[config.mk]
export PLATFORM = sky130hd
export DESIGN_NAME = axi_burst_mem_slave
export DESIGN_NICKNAME = d
export VERILOG_FILES = /design/src/rtl/axi_burst_mem_slave_pkg.sv /design/src/rtl/axi_burst_addr_gen.sv /design/src/rtl/axi_burst_mem_slave.sv
export SDC_FILE = /design/constraint.sdc
export NUM_CORES = 2
export LEC_CHECK = 0
export ABC_AREA = 1
export CAP_MARGIN = 5
export CORE_MARGIN = 2
export CORE_UTILIZATION = 55
export DETAILED_ROUTE_END_ITERATION = 10
export PLACE_DENSITY = 0.71
export SLEW_MARGIN = 20
export SYNTH_ARGS = -nofsm -noshare
export SYNTH_HDL_FRONTEND = slang
export SYNTH_HIERARCHICAL = 1
export SYNTH_SLANG_ARGS = --single-unit
[constraint.sdc]
create_clock -name clk -period 5.62 [get_ports clk]
set_input_delay 1.405 -clock clk [delete_from_list [all_inputs] [get_ports clk]]
set_output_delay 1.405 -clock clk [all_outputs]
set_load 0.02 [all_outputs]
[src/rtl/axi_burst_mem_slave_pkg.sv]
// Shared types and helpers for the AXI-style burst memory slave.
package axi_burst_pkg;

  typedef enum logic [1:0] {
    BURST_FIXED = 2'd0,
    BURST_INCR  = 2'd1,
    BURST_WRAP  = 2'd2,
    BURST_RSVD  = 2'd3
  } burst_t;

  localparam logic [1:0] RESP_OKAY   = 2'b00;
  localparam logic [1:0] RESP_SLVERR = 2'b10;

  // WRAP needs a power-of-two beat count of 2..16, i.e. len of 1, 3, 7 or 15.
  function automatic logic wrap_legal(input int unsigned len);
    return (len == 1) || (len == 3) || (len == 7) || (len == 15);
  endfunction

  function automatic logic burst_illegal(input logic [1:0] burst, input int unsigned len);
    return (burst_t'(burst) == BURST_RSVD) ||
           (burst_t'(burst) == BURST_WRAP && !wrap_legal(len));
  endfunction

endpackage

[src/rtl/axi_burst_addr_gen.sv]
// Per-channel beat address generator: latches the burst descriptor and steps
// through FIXED/INCR/WRAP addresses, flagging the last beat and illegal bursts.
module axi_burst_addr_gen
  import axi_burst_pkg::*;
#(
  parameter int ADDR_W = 8,
  parameter int LEN_W  = 4
) (
  input  logic              clk,
  input  logic              rst,
  input  logic              load,
  input  logic [ADDR_W-1:0] start_addr,
  input  logic [1:0]        start_burst,
  input  logic [LEN_W-1:0]  start_len,
  input  logic              advance,
  output logic [ADDR_W-1:0] addr,
  output logic [ADDR_W-1:0] nxt_addr,
  output logic              last,
  output logic              nxt_last,
  output logic              illegal
);

  burst_t             burst_q;
  logic [LEN_W-1:0]   len_q;
  logic [LEN_W-1:0]   cnt_q;
  logic [ADDR_W-1:0]  wrap_mask;

  always_ff @(posedge clk) begin
    if (rst) begin
      addr    <= '0;
      burst_q <= BURST_FIXED;
      len_q   <= '0;
      cnt_q   <= '0;
    end else if (load) begin
      addr    <= start_addr;
      burst_q <= burst_t'(start_burst);
      len_q   <= start_len;
      cnt_q   <= '0;
    end else if (advance) begin
      addr    <= nxt_addr;
      cnt_q   <= cnt_q + 1'b1;
    end
  end

  // For legal WRAP lengths, len itself is the mask of the wrapping low bits.
  assign wrap_mask = ADDR_W'(len_q);

  always_comb begin
    nxt_addr = addr;
    case (burst_q)
      BURST_INCR: nxt_addr = addr + 1'b1;
      BURST_WRAP: nxt_addr = (addr & ~wrap_mask) | ((addr + 1'b1) & wrap_mask);
      default:    nxt_addr = addr;
    endcase
  end

  assign last     = (cnt_q == len_q);
  assign nxt_last = (({1'b0, cnt_q} + 1'b1) == {1'b0, len_q});
  assign illegal  = burst_illegal(burst_q, 32'(len_q));

endmodule

[src/rtl/axi_burst_mem_slave.sv]
// Burst memory slave with independent write (AW/W/B) and read (AR/R) channels
// over a word-addressed register array; errors reported as SLVERR.
module axi_burst_mem_slave
  import axi_burst_pkg::*;
#(
  parameter int DATA_W    = 8,
  parameter int ADDR_W    = 8,
  parameter int ID_W      = 4,
  parameter int LEN_W     = 4,
  parameter int MEM_DEPTH = 128
) (
  input  logic                clk,
  input  logic                rst,
  input  logic                awvalid,
  output logic                awready,
  input  logic [ADDR_W-1:0]   awaddr,
  input  logic [LEN_W-1:0]    awlen,
  input  logic [ID_W-1:0]     awid,
  input  logic [1:0]          awburst,
  input  logic                wvalid,
  output logic                wready,
  input  logic [DATA_W-1:0]   wdata,
  input  logic [DATA_W/8-1:0] wstrb,
  input  logic                wlast,
  output logic                bvalid,
  input  logic                bready,
  output logic [ID_W-1:0]     bid,
  output logic [1:0]          bresp,
  input  logic                arvalid,
  output logic                arready,
  input  logic [ADDR_W-1:0]   araddr,
  input  logic [LEN_W-1:0]    arlen,
  input  logic [ID_W-1:0]     arid,
  input  logic [1:0]          arburst,
  output logic                rvalid,
  input  logic                rready,
  output logic [DATA_W-1:0]   rdata,
  output logic [ID_W-1:0]     rid,
  output logic [1:0]          rresp,
  output logic                rlast
);

  localparam int NUM_BYTES = DATA_W / 8;
  localparam int MEM_AW    = (MEM_DEPTH > 1) ? $clog2(MEM_DEPTH) : 1;

  typedef enum logic [1:0] {W_IDLE, W_DATA, W_RESP} wstate_t;
  typedef enum logic       {R_IDLE, R_DATA}         rstate_t;

  function automatic logic in_range(input logic [ADDR_W-1:0] a);
    return {1'b0, a} < (ADDR_W+1)'(MEM_DEPTH);
  endfunction

  logic [DATA_W-1:0] mem [MEM_DEPTH];

  wstate_t           wstate;
  rstate_t           rstate;
  logic [ID_W-1:0]   wr_id;
  logic              wr_err;
  logic [ADDR_W-1:0] wr_addr, wr_nxt_addr, rd_addr, rd_nxt_addr;
  logic              wr_last, wr_nxt_last, wr_illegal;
  logic              rd_last, rd_nxt_last, rd_illegal;
  logic              aw_hs, w_hs, ar_hs, r_hs;
  logic              w_beat_err, w_any_err, r0_err, rn_err;
  logic              unused_gen;

  assign aw_hs = awvalid && awready;
  assign w_hs  = wvalid && wready;
  assign ar_hs = arvalid && arready;
  assign r_hs  = rvalid && rready;

  axi_burst_addr_gen #(.ADDR_W(ADDR_W), .LEN_W(LEN_W)) u_wr_gen (
    .clk(clk), .rst(rst), .load(aw_hs), .start_addr(awaddr), .start_burst(awburst),
    .start_len(awlen), .advance(w_hs), .addr(wr_addr), .nxt_addr(wr_nxt_addr),
    .last(wr_last), .nxt_last(wr_nxt_last), .illegal(wr_illegal)
  );

  axi_burst_addr_gen #(.ADDR_W(ADDR_W), .LEN_W(LEN_W)) u_rd_gen (
    .clk(clk), .rst(rst), .load(ar_hs), .start_addr(araddr), .start_burst(arburst),
    .start_len(arlen), .advance(r_hs && !rlast), .addr(rd_addr), .nxt_addr(rd_nxt_addr),
    .last(rd_last), .nxt_last(rd_nxt_last), .illegal(rd_illegal)
  );

  assign unused_gen = ^{wr_nxt_addr, wr_nxt_last, rd_addr, rd_last};

  assign w_beat_err = wr_illegal || !in_range(wr_addr);
  assign w_any_err  = w_beat_err || (wlast != wr_last);
  // Beat 0 is fetched on the AR edge itself, so its error comes from the raw request.
  assign r0_err     = burst_illegal(arburst, 32'(arlen)) || !in_range(araddr);
  assign rn_err     = rd_illegal || !in_range(rd_nxt_addr);

  always_ff @(posedge clk) begin
    if (!rst && w_hs && !w_beat_err)
      for (int b = 0; b < NUM_BYTES; b++)
        if (wstrb[b]) mem[wr_addr[MEM_AW-1:0]][b*8 +: 8] <= wdata[b*8 +: 8];
  end

  always_ff @(posedge clk) begin
    if (rst) begin
      wstate  <= W_IDLE;
      awready <= 1'b1;
      wready  <= 1'b0;
      bvalid  <= 1'b0;
      bid     <= '0;
      bresp   <= RESP_OKAY;
      wr_id   <= '0;
      wr_err  <= 1'b0;
    end else begin
      case (wstate)
        W_IDLE: if (aw_hs) begin
          wr_id   <= awid;
          wr_err  <= 1'b0;
          awready <= 1'b0;
          wready  <= 1'b1;
          wstate  <= W_DATA;
        end
        W_DATA: if (w_hs) begin
          if (w_any_err) wr_err <= 1'b1;
          // The beat counter, not wlast, closes the burst.
          if (wr_last) begin
            wready <= 1'b0;
            bvalid <= 1'b1;
            bid    <= wr_id;
            bresp  <= (wr_err || w_any_err) ? RESP_SLVERR : RESP_OKAY;
            wstate <= W_RESP;
          end
        end
        default: if (bready) begin
          bvalid  <= 1'b0;
          awready <= 1'b1;
          wstate  <= W_IDLE;
        end
      endcase
    end
  end

  always_ff @(posedge clk) begin
    if (rst) begin
      rstate  <= R_IDLE;
      arready <= 1'b1;
      rvalid  <= 1'b0;
      rlast   <= 1'b0;
      rdata   <= '0;
      rid     <= '0;
      rresp   <= RESP_OKAY;
    end else begin
      case (rstate)
        R_IDLE: if (ar_hs) begin
          arready <= 1'b0;
          rvalid  <= 1'b1;
          rid     <= arid;
          rlast   <= (arlen == '0);
          rdata   <= r0_err ? '0 : mem[araddr[MEM_AW-1:0]];
          rresp   <= r0_err ? RESP_SLVERR : RESP_OKAY;
          rstate  <= R_DATA;
        end
        default: if (r_hs) begin
          if (rlast) begin
            rvalid  <= 1'b0;
            rlast   <= 1'b0;
            arready <= 1'b1;
            rstate  <= R_IDLE;
          end else begin
            rdata <= rn_err ? '0 : mem[rd_nxt_addr[MEM_AW-1:0]];
            rresp <= rn_err ? RESP_SLVERR : RESP_OKAY;
            rlast <= rd_nxt_last;
          end
        end
      endcase
    end
  end

endmodule

# == Yosys cells after proc, flatten, opt, wreduce, memory -nomap -nowiden ==
# Memory sizes are Yosys's and may differ from the RTL's.
# Index checks and enable logic that the tools add are counted.
# word_totals
rom_bits,0
ram_bits,1024
out_inout_bits,26
latch_bits,0
reg_bits,70
memories,1
wordCells,191
# memory_table
memory,depth,width,read_ports,rd_ports_with_merged_regs,wr,line,rtl
mem,128,8,2,0,1,axi_burst_mem_slave.sv:53,logic [DATA_W-1:0] mem [MEM_DEPTH];
# op_classes
n_bitwise,11
mux,57
div_mod_pow,0
n_shift,0
mul,0
add_sub_neg,5
n_eq_ne,31
magnitude_cmp,3
n_reduce_logical,60
# ops
cell,n
$mux 8,10
$pmux 8 s2,2
$mux 1,29
$lt 8x8->1 const B,3
$mux 2,11
$logic_or 1x1->1,17
$add 8x1->8 const B,2
$and 8x4->8,2
$and 8x8->8,2
$not 4->8,2
$or 8x8->8,2
$reduce_and 4->1,4
$eq 2x2->1 const B,6
$eq 4x1->1 const B,3
$eq 4x2->1 const B,3
$eq 4x3->1 const B,3
$eq 4x4->1 const B,3
$ne 2x2->1 const B,6
$reduce_and 3->1,4
$reduce_bool 2->1,6
$logic_and 1x1->1,10
$logic_not 1->1,9
$add 4x1->4 const B,2
$pmux 1 s2,4
13 further kinds,22

# == Logic depth before layout (Yosys ltp) ==
# logic_depth
word_depth,12
mapped_depth,22

# == Cells and area by module ==
# Netlist, hierarchy kept.
# by_module_without_submodules
mod,cells_each,n_inst,area_each_um2,seq_area_each_um2
axi_burst_mem_slave,6756,1,56176.4,31390.1
axi_burst_addr_gen at u_rd_gen,168,1,1193.6,360.3
axi_burst_addr_gen at u_wr_gen,167,1,1189.9,360.3

# == Least setup slack after synthesis ==
# OpenSTA, ideal clock, no wires.
# synth_timing
path_type,input port to flip-flop
from,input rst
to,"memory mem[109][0], enable pin"
setup_ps,370
slack_ps,2439
cell_stages,7
t_arrival_ps,2811
required_time_ps,5250
path_cell_list,clkbuf_1 -> inv_1 -> nand4_1 -> nor2_1 -> nand3_1 -> clkbuf_1 -> nor2_1
# synth_between
elab_chain_cells,5
# synth_rtl
item,line,rtl
"start, declared",axi_burst_mem_slave.sv:13,"input logic rst,"
$logic_not 1->1,axi_burst_mem_slave.sv:92,if (!rst && w_hs && !w_beat_err)
$logic_and 1x1->1 (2 in a row),axi_burst_mem_slave.sv:92,
$mux 1,axi_burst_mem_slave.sv:92,
$mux 1 (implied by the code),axi_burst_mem_slave.sv:94,if (wstrb[b]) mem[wr_addr[MEM_AW-1:0]][b*8 +: 8] <= wdata[b*8 +: 8];
"end, declared",axi_burst_mem_slave.sv:53,
# Every way passes these cells.

# == Worst setup path in the final report ==
# layout_timing
from,register u_rd_gen.burst_q[0]
to,register rdata[7]
# layout_between
elab_chain_cells,9
word_cells_on_any_way,14
classes_between,order compare: 1; eq/ne: 3; mux: 5; reduce/logical: 4; memory: 1
# layout_rtl
item,line,rtl
"start, declared",axi_burst_addr_gen.sv:23,burst_t burst_q;
"start signal, assigned",axi_burst_addr_gen.sv:36,burst_q <= burst_t'(start_burst);
$eq 2x2->1 or $eq 2x1->1 (tied branches),axi_burst_addr_gen.sv:50,case (burst_q)
$pmux 8 s2 *,axi_burst_addr_gen.sv:50,
via rd_nxt_addr[1],axi_burst_mem_slave.sv:59,"logic [ADDR_W-1:0] wr_addr, wr_nxt_addr, rd_addr, rd_nxt_addr;"
"parallel branches: the longest is 3 deep, another holds $mem_v2 128x8",n/a,
$mux 8 *,axi_burst_mem_slave.sv:163,rdata <= rn_err ? '0 : mem[rd_nxt_addr[MEM_AW-1:0]];
$mux 8 *,axi_burst_mem_slave.sv:157,if (rlast) begin
$mux 8 *,axi_burst_mem_slave.sv:156,default: if (r_hs) begin
$mux 8 *,axi_burst_mem_slave.sv:146,case (rstate)
"end signal, assigned",axi_burst_mem_slave.sv:152,rdata <= r0_err ? '0 : mem[araddr[MEM_AW-1:0]];
"end signal, assigned",axi_burst_mem_slave.sv:163,
"end, declared",axi_burst_mem_slave.sv:37,"output logic [DATA_W-1:0] rdata,"
# Mark *: on every way through the listed nets, which the timed path passes. The select of a mux whose other input is x is not followed.
# A chain may end at the register's enable or synchronous reset.

==> flow_summary_export.csv <==
group,metric,value,unit
run,drv_cap,0,
place,dp_cells,8194,
route,firstDrtPassIters,6,
setup_path,required,6230,ps
global_routing,antenna_found_initial,4,
hold_path,hold_path_class,"reg -> reg",
setup_path,cp_cell_sequence,"inv_1 > ha_1 > nor2_2 > o21ai_4 > inv_8 > buf_4 > nand3_1 > nand3_1 > nand3_1 > nand3_1 > nand3_1 > nand2_1 > nand2_1 > nand3_1 > nand3_1 > nand2_1 > inv_1",
sta,fin_setup_tns,0,ps
clock_tree,cts_made_buffers,111,
layout,syn2layout_area_growth,8.37,%
synthesis,avgSynthCellArea,8.26,um2
setup_path,r2r-start,"u_rd_gen/burst_q[0]",
floorplan,dieArea,109000,um2
clock_tree,cts_sinks,1092,
setup_path,end_kind,"flip-flop",
clock_tree,htree_levels,3,
power_and_ir_drop,p_leak,26.3,nW
global_routing,grt_start_max_net_pins,157,
route,wl_per_cell,23.4,um
setup_path,rr_endpoint,"rdata[7]",
clock_tree,post_cts_buffers,0,
power_and_ir_drop,peakVddDrop,363,uV
clock_tree,cts-hold-fix-buffers,0,
setup_path,reg2reg_setup_slack,1360,ps
power_and_ir_drop,totalPowerFinal,19.6,mW
hold_path,hp-start,"awready",
floorplan,initial_core_util,55.5,%
power_and_ir_drop,p_per_area,310,nW/um2
place,place_area,59900,um2
route,drt_wl_total,197,mm
setup_path,cp_max_fo,76,
setup_path,cpPeakStageDelay,560,ps
power_and_ir_drop,power_frac_comb,16.8,%
place,numPortBuffers,76,
hold_path,min_to,"awready",
synthesis,netlist_area,58500,um2
layout,layout_commonest_cell,"nand2_1",
route,drc_errors,0,
power_and_ir_drop,pwr-share-seq,46.3,%
sta,fmax,235,MHz
sta,slew_violations,0,
setup_path,crit_slowest_cell,"inv_8",
clock_tree,clk_latency,710,ps
power_and_ir_drop,switchingPower,5.75,mW
layout,layout_common_cells,"nand2_1 (2,373), nand3_1 (1,808), edfxtp_1 (1,024), inv_1 (709), nor2_1 (199)",
layout,utilization,60.1,%
sta,rsz0062_at_grt,"false",
sta,finalHoldViolations,0,
power_and_ir_drop,p_clk_share,36.9,%
floorplan,die_y,330,um
place,post-place-ws,1350,ps
setup_path,path_common_cell,"nand3_1",
global_routing,grt_pass1_vias,47800,
sta,setup_viol,0,
sta,fin_hold_ws,473,ps
setup_path,r2r_cells,17,
synthesis,synthCells,7077,
clock_tree,cts.path.max_buffers,3,
clock_tree,tritoncts,"built",
floorplan,core,105000,um2
sta,finalCriticalPeriod,4260,ps
floorplan,die_x,330,um
sta,relSlewSlack,15.1,%
sta,post-route-period-util,75.8,%
sta,fin_skew,25.4,ps
floorplan,io_pins,79,
layout,final_design_area_no_fill,63400,um2
place,gp_congestion,0.972,
sta,worst_pin_slew,1270,ps
setup_path,critPathArrivalTime,4870,ps
layout,fin_cells,8398,
floorplan,rows,119,
sta,final.setup.worst_slack,1360,ps
outcome,outcome,"finished clean",
synthesis,yosys_warnings,6,
place,dpl.hpwl,117,mm
global_routing,grt_first_pass_wirelength,292,mm
layout,nFillCells,8971,
power_and_ir_drop,p_int,13.9,mW
global_routing,grt.total_usage,35.6,%
power_and_ir_drop,swShare,29.3,%
global_routing,grt_overflow_total,0,
setup_path,crit_type,"reg -> reg",
layout,nets,6979,
hold_path,min_path_cells,2,
route,via_count,51300,
clock_tree,cts.clk_slew.worst_paths,60,ps
route,drtAntennaViolNets,0,
layout,drive_gt1_share,6.04,%
route,via_per_inst,6.10,
clock_tree,clock-root-buffer,"clkbuf_16",
clock_tree,ctsResizeCount,0,
setup_path,worstSetupStartpointType,"flip-flop",
route,drtIter0Drc,8140,
-- state kept, by name, indices dropped and copies added, names as in the netlist, 2 cells and up --
signal	count
mem	1024
rdata	8
u_rd_gen/addr	8
u_wr_gen/addr	8
bid	4
rid	4
u_rd_gen/cnt_q	4
u_rd_gen/len_q	4
u_wr_gen/cnt_q	4
u_wr_gen/len_q	4
wr_id	4
u_rd_gen/burst_q	2
u_wr_gen/burst_q	2
wstate	2
-- power by group through the flow --
stage	Combinational [mW]	Sequential, mW	Clock (mW)
after global routing	3.50	9.09	7.55
after global placement	3.14	9.25	0
after detailed placement	3.17	9.25	0
final	3.30	9.09	7.25
after CTS	3.18	9.08	7.25
after floorplan	1.99	9.26	0
-- cell type report --
cell class                      count  area (um2)  share of cell area (%)
Antenna cell                        2        5.00                 0.00790
Clock buffer                      141        3020                    4.76
Clock inverter                     61         474                   0.748
Inverter                          724        2750                    4.34
Multi-Input combinational cell   4798       21300                    33.7
Sequential cell                  1092       32100                    50.7
Tap cell                         1391        1740                    2.75
Timing Repair Buffer              189        1940                    3.06
-- per-layer routing --
| layer | part of all wire [%] | wire length (um) | GRT usage [%] | vias up |
|---|---|---|---|---|
| met5 | 0.041 | 80 | 0 | - |
| met4 | 5.5 | 10800 | 18.4 | 6 |
| met2 | 44 | 85900 | 53.2 | 3801 |
| met1 | 37 | 72900 | 48.3 | 23800 |
| li1 | - | - | - | 23000 |
| met3 | 14 | 27300 | 8.70 | 686 |
-- worst max-delay path, delay by kind of cell, from the launching register on --
kind                       cells  cell delay (ps)
and+or+nand+nor               11             1870
DFF                            1              370
buffers and inverters          4             1070
AOI/OAI and AO/OA              1              240
adders and majority gates      1              420
-- how the worst max path moves through the flow --
stage | start | end | slack [ps] | depth (start not counted)
after detailed placement | wvalid | mem[19][0] | 1350 | 8
final | u_rd_gen/burst_q[0] | rdata[7] | 1360 | 17
after global routing | u_rd_gen/burst_q[0] | rdata[2] | 1280 | 20
after global placement | rst | mem[12][1] | 1460 | 8
after CTS | u_rd_gen/burst_q[0] | rdata[2] | 1580 | 20
after floorplan | rst | mem[109][0] | 2440 | 7
Note: power is estimated with default switching activity, not from simulation.
